### config.mk
export PLATFORM = sky130hd
export DESIGN_NAME = cu_decode_pipe_flat
export DESIGN_NICKNAME = d
export VERILOG_FILES = /design/src/rtl/cu_decode_pipe_pkg.sv /design/src/rtl/cu_decode_pipe_if.sv /design/src/rtl/cu_decode_pipe_scoreboard.sv /design/src/rtl/cu_decode_pipe.sv /design/src/flat_wrapper.sv
export SDC_FILE = /design/constraint.sdc
export NUM_CORES = 1
export LEC_CHECK = 0
export BUFFER_PORTS_ARGS = -buffer_cell sky130_fd_sc_hd__buf_2
export CORE_AREA = 2 2 89 91
export DETAILED_ROUTE_END_ITERATION = 6
export DIE_AREA = 0 0 91 93
export PLACE_DENSITY = 0.77
export RECOVER_POWER = 25
export SYNTH_ARGS = -nofsm -noshare
export SYNTH_HDL_FRONTEND = slang
export SYNTH_SLANG_ARGS = --single-unit
### constraint.sdc
create_clock -name clk -period 2.44 [get_ports clk]
set_clock_uncertainty 0.2 [all_clocks]
set_input_delay 0.244 -clock clk [delete_from_list [all_inputs] [get_ports clk]]
set_output_delay 0.244 -clock clk [all_outputs]
set_load 0.1 [all_outputs]
### src/rtl/cu_decode_pipe_pkg.sv
// cu_pkg: shared types, default decode constants and field-offset helpers for cu_decode_pipe
package cu_pkg;
  typedef enum logic [1:0] {RUN, STALL, HALT} state_t;
  localparam logic [3:0] HALT_OP_D = 4'hF;
  localparam logic [15:0] WR_MASK_D = 16'h7FFF;
  function automatic int a1_lsb(int iw, int opw, int aw);
    return iw - opw - aw;
  endfunction
  function automatic int a2_lsb(int iw, int opw, int aw);
    return iw - opw - 2 * aw;
  endfunction
  function automatic int a3_lsb(int iw, int opw, int aw);
    return iw - opw - 3 * aw;
  endfunction
endpackage

### src/rtl/cu_decode_pipe_if.sv
// cu_decode_pipe_if: fetch-side instruction handshake and decoded-field output bus
// master: instruction source / downstream consumer; slave: the decoder
interface cu_decode_pipe_if #(
  parameter int IW = 32,
  parameter int OPW = 4,
  parameter int AW = 5,
  parameter int NW = 8
);
  logic in_valid;
  logic in_ready;
  logic [IW-1:0] instr;
  logic out_valid;
  logic out_ready;
  logic [OPW-1:0] opcode;
  logic [AW-1:0] addr1;
  logic [AW-1:0] addr2;
  logic [AW-1:0] addr3;
  logic [NW-1:0] number;
  modport master (
    output in_valid, instr, out_ready,
    input in_ready, out_valid, opcode, addr1, addr2, addr3, number
  );
  modport slave (
    input in_valid, instr, out_ready,
    output in_ready, out_valid, opcode, addr1, addr2, addr3, number
  );
endinterface

### src/rtl/cu_decode_pipe_scoreboard.sv
// cu_scoreboard: register-busy vector (set wins over clear, r0 never busy) and hazard lookup
// ports: clk, rst (async high); set_en/set_addr mark a destination busy; clr_en/clr_addr
// release it on writeback; wr/a1/a2/a3 describe the candidate instruction; hazard, busy out
module cu_scoreboard #(
  parameter int AW = 5
) (
  input  logic              clk,
  input  logic              rst,
  input  logic              set_en,
  input  logic [AW-1:0]     set_addr,
  input  logic              clr_en,
  input  logic [AW-1:0]     clr_addr,
  input  logic              wr,
  input  logic [AW-1:0]     a1,
  input  logic [AW-1:0]     a2,
  input  logic [AW-1:0]     a3,
  output logic              hazard,
  output logic [2**AW-1:0]  busy
);
  logic [2**AW-1:0] busy_nxt;
  always_comb begin
    busy_nxt = busy;
    if (clr_en) busy_nxt[clr_addr] = 1'b0;
    if (set_en) busy_nxt[set_addr] = 1'b1;
    busy_nxt[0] = 1'b0;
  end
  always_ff @(posedge clk or posedge rst)
    if (rst) busy <= '0;
    else busy <= busy_nxt;
  assign hazard = busy[a2] | busy[a3] | (wr & busy[a1]);
endmodule

### src/rtl/cu_decode_pipe.sv
// cu_decode_pipe: registered instruction decoder with busy-register hazard stall and HALT/resume
// ports: clk, rst (async high); bus (cu_decode_pipe_if.slave: in_valid/in_ready/instr in,
// out_valid/out_ready/opcode/addr1/addr2/addr3/number out); wb_valid/wb_addr writeback release;
// resume leaves HALT; halted; stall_cnt (counts only when CU_STALL_CNT_EN is defined, else 0)
module cu_decode_pipe
  import cu_pkg::*;
#(
  parameter int IW = 32,
  parameter int OPW = 4,
  parameter int AW = 5,
  parameter int NW = 8,
  parameter logic [OPW-1:0] HALT_OP = HALT_OP_D,
  parameter logic [2**OPW-1:0] WR_MASK = WR_MASK_D
) (
  input  logic          clk,
  input  logic          rst,
  cu_decode_pipe_if.slave bus,
  input  logic          wb_valid,
  input  logic [AW-1:0] wb_addr,
  input  logic          resume,
  output logic          halted,
  output logic [15:0]   stall_cnt
);
  localparam int A1L = a1_lsb(IW, OPW, AW);
  localparam int A2L = a2_lsb(IW, OPW, AW);
  localparam int A3L = a3_lsb(IW, OPW, AW);
  state_t state, nxt;
  logic [OPW-1:0] f_op;
  logic [AW-1:0] f_a1, f_a2, f_a3;
  logic [NW-1:0] f_num;
  logic wr, hazard, accept, unused_instr;
  logic [2**AW-1:0] busy;
  assign f_op = bus.instr[IW-1 -: OPW];
  assign f_a1 = bus.instr[A1L +: AW];
  assign f_a2 = bus.instr[A2L +: AW];
  assign f_a3 = bus.instr[A3L +: AW];
  assign f_num = bus.instr[NW-1:0];
  assign unused_instr = ^bus.instr;
  assign wr = WR_MASK[f_op];
  assign accept = bus.in_valid & bus.in_ready;
  cu_scoreboard #(.AW(AW)) u_sb (
    .clk(clk), .rst(rst),
    .set_en(accept & wr), .set_addr(f_a1),
    .clr_en(wb_valid), .clr_addr(wb_addr),
    .wr(wr), .a1(f_a1), .a2(f_a2), .a3(f_a3),
    .hazard(hazard), .busy(busy)
  );
  always_ff @(posedge clk or posedge rst)
    if (rst) state <= RUN;
    else state <= nxt;
  always_comb begin
    nxt = state;
    case (state)
      RUN:     nxt = (accept && f_op == HALT_OP) ? HALT : (bus.in_valid && hazard) ? STALL : RUN;
      STALL:   nxt = hazard ? STALL : RUN;
      default: nxt = resume ? RUN : HALT;
    endcase
  end
  always_comb begin
    halted = state == HALT;
    bus.in_ready = (state == RUN) & !hazard & (!bus.out_valid | bus.out_ready);
  end
  always_ff @(posedge clk or posedge rst)
    if (rst) begin
      bus.out_valid <= 1'b0;
      bus.opcode <= '0;
      bus.addr1 <= '0;
      bus.addr2 <= '0;
      bus.addr3 <= '0;
      bus.number <= '0;
    end else if (accept) begin
      bus.out_valid <= 1'b1;
      bus.opcode <= f_op;
      bus.addr1 <= f_a1;
      bus.addr2 <= f_a2;
      bus.addr3 <= f_a3;
      bus.number <= f_num;
    end else if (bus.out_ready) begin
      bus.out_valid <= 1'b0;
    end
`ifdef CU_STALL_CNT_EN
  always_ff @(posedge clk or posedge rst)
    if (rst) stall_cnt <= '0;
    else if (bus.in_valid && !bus.in_ready && state != HALT && stall_cnt != 16'hFFFF)
      stall_cnt <= stall_cnt + 16'd1;
`else
  assign stall_cnt = '0;
`endif
endmodule

### src/flat_wrapper.sv
// flat-port wrapper written by rule: the top's interface ports become plain ports
module cu_decode_pipe_flat import cu_pkg::*;
#(
  parameter int IW = 32,
  parameter int OPW = 4,
  parameter int AW = 5,
  parameter int NW = 8,
  parameter logic [OPW-1:0] HALT_OP = HALT_OP_D,
  parameter logic [2**OPW-1:0] WR_MASK = WR_MASK_D
)
  (clk, rst, wb_valid, wb_addr, resume, halted, stall_cnt, bus_in_valid, bus_instr, bus_out_ready, bus_in_ready, bus_out_valid, bus_opcode, bus_addr1, bus_addr2, bus_addr3, bus_number);
  cu_decode_pipe_if #(.IW(IW), .OPW(OPW), .AW(AW), .NW(NW)) bus_i ();
  input  logic clk;
  input  logic rst;
  input  logic wb_valid;
  input  logic [AW-1:0] wb_addr;
  input  logic resume;
  output logic halted;
  output logic [15:0] stall_cnt;
  input wire logic [$bits(bus_i.in_valid)-1:0] bus_in_valid;
  input wire logic [$bits(bus_i.instr)-1:0] bus_instr;
  input wire logic [$bits(bus_i.out_ready)-1:0] bus_out_ready;
  output wire logic [$bits(bus_i.in_ready)-1:0] bus_in_ready;
  output wire logic [$bits(bus_i.out_valid)-1:0] bus_out_valid;
  output wire logic [$bits(bus_i.opcode)-1:0] bus_opcode;
  output wire logic [$bits(bus_i.addr1)-1:0] bus_addr1;
  output wire logic [$bits(bus_i.addr2)-1:0] bus_addr2;
  output wire logic [$bits(bus_i.addr3)-1:0] bus_addr3;
  output wire logic [$bits(bus_i.number)-1:0] bus_number;
  assign bus_i.in_valid = bus_in_valid;
  assign bus_i.instr = bus_instr;
  assign bus_i.out_ready = bus_out_ready;
  assign bus_in_ready = bus_i.in_ready;
  assign bus_out_valid = bus_i.out_valid;
  assign bus_opcode = bus_i.opcode;
  assign bus_addr1 = bus_i.addr1;
  assign bus_addr2 = bus_i.addr2;
  assign bus_addr3 = bus_i.addr3;
  assign bus_number = bus_i.number;
  cu_decode_pipe #(.IW(IW), .OPW(OPW), .AW(AW), .NW(NW), .HALT_OP(HALT_OP), .WR_MASK(WR_MASK)) u_core (.clk(clk), .rst(rst), .bus(bus_i), .wb_valid(wb_valid), .wb_addr(wb_addr), .resume(resume), .halted(halted), .stall_cnt(stall_cnt));
endmodule
-- After elaboration in Yosys (flattened, before gate mapping)
Memories as Yosys holds them, arrays and structs flattened.
Cells that the tools add are included.
- output and inout port bits: 46
- bits in registers: 61
- ROM bits: 16
- bits of input ports: 43
- word-level logic and storage cells: 58
- memories kept: 1
- equal/unequal tests: 3
- mux-type cells: 20
- reduce and logical (&&, ||, !) cells: 8
- bitwise operators: 11
- $lt $le $gt $ge: 7
- memory list (name ; depth ; width ; read ports ; clocked after memory_dff ; wr ports ; RTL line ; RTL):
    (no name shown) ; 16 ; 1 ; 1 ; 0 ; 0 ; cu_decode_pipe.sv:39 ; assign wr = WR_MASK[f_op];
- operators by type and width (operator ; number):
    32-bit 2-to-1 mux ; 2
    32-bit bitwise AND ; 1
    32-bit NOT ; 1
    32-bit OR ; 1
    5-bit by 6-bit less-than comparator with 1-bit output (second input constant) ; 4
    1-bit binary-select mux with 5-bit select ; 3
    1-bit demux with 5-bit select ; 2
    5-bit by 1-bit >= comparator with 1-bit output (second input constant) ; 2
    1-bit 2-to-1 mux ; 10
    1-bit bitwise AND ; 5
    4-bit by 5-bit less-than comparator with 1-bit output (second input constant) ; 1
    4-bit equality test (second input constant) ; 1
    1-bit logical AND ; 4
    2-bit 2-to-1 mux ; 2
    2-bit case mux with 2 select lines ; 1
    1-bit OR ; 3
    2-bit by 1-bit equality test with 1-bit output (second input constant) ; 1
    2-bit equality test (second input constant) ; 1
    1-bit zero test ; 2
    2-bit zero test ; 1
    2-bit nonzero test ; 1

-- Logic depth before layout (Yosys ltp)
- depth in word-level cells: 11
- gate-level depth with buffers: 9
- depth with buffers taken out: 6

-- By module
Synthesis repeated with hierarchy kept, for this count alone.
- cells, all modules: 299
- area total of the unflattened synthesis: 3494.6 um2
- by module, submodules not included (module ; cells an instance ; sequential area each (um2) ; area each (um2) ; times used):
    cu_scoreboard ; 210 ; 775.7 ; 2170.8 ; 1
    cu_decode_pipe ; 89 ; 750.7 ; 1323.8 ; 1

-- Worst setup path before layout
Ideal clock, no wire load.
- path kind: input-to-output
- from: input port bus_instr[19]
- to: output port bus_in_ready
- path buffers: 2
- slack: -2.784 ns
- stages: 7
- data arrival time: 4.780 ns
- data required time: 1.996 ns
- path through: buf_2 -> mux4_2 -> a311o_1 -> nor3_4 -> nand4_1 -> buf_2 -> nor4_1
- word-level cells in the longest chain between the ends: 7
- ends and longest elaborated chain (item ; RTL line ; RTL):
    start: declaration ; flat_wrapper.sv:21 ; input wire logic [$bits(bus_i.instr)-1:0] bus_instr;
    1-bit binary-select mux with 5-bit select ; cu_decode_pipe_scoreboard.sv:30 ; assign hazard = busy[a2] | busy[a3] | (wr & busy[a1]);
    1-bit 2-to-1 mux (implied by the code) ; cu_decode_pipe_scoreboard.sv:30 ;
    1-bit OR (2 in series) ; cu_decode_pipe_scoreboard.sv:30 ;
    1-bit zero test ; cu_decode_pipe.sv:61 ; bus.in_ready = (state == RUN) & !hazard & (!bus.out_valid | bus.out_ready);
    1-bit bitwise AND (2 in series) ; cu_decode_pipe.sv:61 ;
    end: declaration ; flat_wrapper.sv:23 ; output wire logic [$bits(bus_i.in_ready)-1:0] bus_in_ready;
Every way passes these cells. The select of a mux whose other input is x is not followed.

-- Final worst setup path
- from: register u_core.u_sb.busy[28]
- to: output port bus_in_ready
- word-level cells in the longest chain between the ends: 7
- elaborated cells between the ends (all ways): 12
- classes of those cells: mux: 6; bitwise: 5; reduce/logical: 1
- ends and longest elaborated chain (item ; RTL line ; RTL):
    start: declaration ; cu_decode_pipe_scoreboard.sv:18 ; output logic [2**AW-1:0] busy
    start signal: assignment ; cu_decode_pipe_scoreboard.sv:29 ; else busy <= busy_nxt;
    1-bit binary-select mux with 5-bit select ; cu_decode_pipe_scoreboard.sv:30 ;
    1-bit 2-to-1 mux (implied by the code) ; cu_decode_pipe_scoreboard.sv:30 ;
    1-bit OR or 1-bit bitwise AND (tied branches) ; cu_decode_pipe_scoreboard.sv:30 ;
    1-bit OR (*) ; cu_decode_pipe_scoreboard.sv:30 ;
    1-bit zero test (*) ; cu_decode_pipe.sv:61 ;
    1-bit bitwise AND (*) (2 in series) ; cu_decode_pipe.sv:61 ;
Mark *: on every way between the ends. The rest lies on a longest branch, timed or not. The select of a mux whose other input is x is not followed.

==> results.md <==
- Nature of the critical path endpoint: output pin
- Violated checks: negative setup slack
- Start of the worst register-to-register path: u_core.u_sb.busy[28]
- TritonCTS Sinks: between 60 and 70
- Worst-Skew Late Latency: 0.35 ns
- Root buffer cell: clkbuf_8
- Share of the clock period used by the worst path: 1.27
- Core Box Area: 7530 um2
- Worst slew margin relative to its limit: 0.251
- Layout filler cell count: roughly 470
- Hold slack final: 0.0520 ns
- Routed wire per std cell: 23.9 um
- # DRC: 0
- Tightest Pin Transition: between 1 and 1.5 ns
- Setup Viol. Count Final: slightly above 60
- Run status: complete, but fails checks
- GRT Total Usage: 0.274
- Count of TritonRoute iterations in the first routing pass: 7
- Boundary pin count: between 80 and 90
- Total number of yosys warnings: 0
- Post-Synthesis Cells: 307
- Maximum clock frequency: around 320 MHz
- Gp weighted congestion: around 0.94
- Wire length of the first global-routing pass: 17.7 mm
- Prevailing post-synth register cell: dfrtp_1
- Setup slack after layout: -0.662 ns
- Share of layout cells above drive strength 1: 0.519
- Cell row count: 32
- Share of flip-flops with an asynchronous set or reset: 1.00
- Post-layout instance area: around 5300 um2
- Instance area at placement: roughly 4300 um2
- Area used by multi-input combinational logic: around 2400 um2
- Remaining Overflow, GRT: 0
- Number of violations of the max-capacitance limit: 0
- Number of synthesized flops with an enable pin: 0
- FF+latch area: between 1500 and 2000 um2
- Deepest clock path buffer count: 2
- Net count, final: roughly 480
- Detail-routed via count per cell: about 6.4
- Critical setup path kind: reg -> out
- TritonCTS clock tree: built
- Starting utilization of the core area: 0.469
- Signal arrival time at the worst endpoint: 2.66 ns
- Count of buffers inserted at the top-level ports: 67
- Unrepaired setup endpoints after global routing: yes
- Leakage: about 2.3 nW
- Wire length reported by the detailed router: approximately 13 mm
- Chip height: a little over 90 um
- Area overhead of the layout relative to synthesis: 50.2%
- Maximum number of pins on one net before global-route repair: 35
- Number of H-tree branching levels: 3
- Sequential-to-total area share from yosys stat: 0.432
- Drt first-iter violations: around 420
- Via count of the first global-routing pass: 3333
- Required time of the critical path: 2.00 ns
- Mapped Area: ~3500 um2
- Diode insertion count for antenna repair: 0
- FF+latch count, synth: 61
- Total vias in the final route: about 3500
- Die Area: approximately 8500 um2
- Number of slew-limit violations in the final report: 0
- Number of different library cells in the post-synthesis netlist: between 40 and 50
- Width of the die: between 90 and 100 um
- Worst Setup SP: u_core.u_sb.busy[28]
- Finished Core Util: 0.704
- Hold crit path type: in -> reg
- Count of final hold-check violations: 0
- Worst supply voltage drop on vdd: around 0.00050 V
- Setup crit start kind: flip-flop
- Placed wire-length estimate after detailed placement: approximately 7.5 mm
- Clk pin slew, worst setup/hold paths: 0.07 ns
- Syn avg cell area: approximately 12 um2
- Power per cell area: 1200 nW/um2
- Time the worst path needs with I/O delays and setup: a little over 3 ns
- Initial antenna violation count: 0
- Startpoint of the tightest hold check path: bus_out_ready
- Clock buffers created by TritonCTS: 9
- Number of nets with antenna violations after detailed routing: 0
- Maximum fanout along the worst path: 4
metal layers:
| metal | wire [um] | GRT usage | vias up |
|---|---|---|---|
| li1 | - | - | 1413 |
| met2 | 6340 | 0.460 | 278 |
| met4 | 581 | 0.128 | 0 |
| met5 | 0 | 0 | - |
| met3 | 1180 | 0.0637 | 70 |
| met1 | 4800 | 0.335 | 1706 |
state kept, by name, indices dropped and copies added, names as in the netlist:
| register | count |
|---|---|
| u_core.bus.addr1 | 5 |
| u_core.bus.addr2 | 5 |
| u_core.bus.addr3 | 5 |
| u_core.bus.opcode | 4 |
| u_core.state | 2 |
| u_core.u_sb.busy | 31 |
| u_core.bus.number | 8 |
| u_core.bus.out_valid | 1 |
where the power goes:
part	total, mW	switching, mW	leakage [nW]	internal [mW]
combinational	3.94	2.78	1.48	1.16
sequential	1.63	0.267	0.772	1.37
clock	0.801	0.385	0.0893	0.415
area by class of cell:
type	count	share of cell area
inverter	4	0.00283
multi-input combinational	223	0.450
clock buffer	13	0.0300
timing repair buffer	136	0.203
clock inverter	2	0.00189
tap	102	0.0241
sequential	61	0.288
stage by stage:
step / worst slack (ns) / TNS (ns) / std cells / total power [mW]
detailed placement: -0.308 / -12.36 / 501 / 4.98
global route: -0.697 / -22.85 / 541 / 6.55
global placement: -0.223 / -9.09 / 501 / 4.90
finish: -0.662 / -21.78 / 541 / 6.37
floorplan: -0.889 / -2.38 / 322 / 4.31
CTS: -0.648 / -13.66 / 539 / 5.95
Yosys cell counts, types with 3 or more instances:
cell type	n	area share
dfrtp_1	61	0.43
buf_2	10	0.014
mux2i_1	9	0.026
clkbuf_1	6	0.0064
nor2_1	8	0.0085
and3_1	4	0.0071
nand2b_1	3	0.0053
o31ai_1	32	0.068
mux2_1	19	0.061
o21ai_0	31	0.044
buf_4	16	0.034
nor2b_1	9	0.016
nand2_1	15	0.016
mux2_2	15	0.048
inv_1	4	0.0043
nand3_1	5	0.0071
a221oi_1	4	0.0099
nand3b_1	5	0.011
mux4_2	16	0.10
nand4_1	4	0.0071
worst paths after layout:
kind	cells after the start	slack, ns	end
worst max-delay path	7	-0.66	bus_in_ready
worst min-delay path	3	0.05	u_core.bus.out_valid
worst max register to register	9	-0.42	u_core.u_sb.busy[4]
worst min register to register	1	0.30	u_core.bus.number[0]
max in group asynchronous	4	0.76	u_core.u_sb.busy[5]
min in group asynchronous	3	0.52	u_core.bus.opcode[0]
cells in the final DEF, fill, tap and decap left out, types with 9 or more instances in the layout:
cell,count
dfrtp_1,60
mux2_4,20
nor2b_1,9
clkbuf_8,11
buf_4,41
o21ai_0,31
dlygate4sd3_1,15
mux4_2,16
conb_1,16
mux2_2,14
o31ai_4,30
buf_2,66
nand2_1,15
mux2i_1,9
cells by family (layout without fill, tap and decap cells):
group                  count (synthesis)  after routing  synth area share
other                                  1             16           0.00106
AOI/OAI and AO/OA                     77             77             0.145
DFF                                   61             61             0.432
and+or+nand+nor                       71             71             0.125
buffers and inverters                 38            155            0.0610
muxes                                 59             59             0.236
worst max-delay path: stages (launching register included):
cell and delay (ns):
dfrtp_1 0.43, mux4_2 0.48, mux2_4 0.28, a211oi_2 0.23, and3_4 0.22, nand4_1 0.19
nor4_4 0.25, buf_12 0.22
timing repair:
item	CTS	global route
cloned	3	1
hold endpoints to repair	41	0
endpoints found under the setup margin	60	62
buffers inserted	6	2
pin swaps	7	33
resized for setup	8	68
hold buffers	15	0
(Power assumes the default switching activity.)
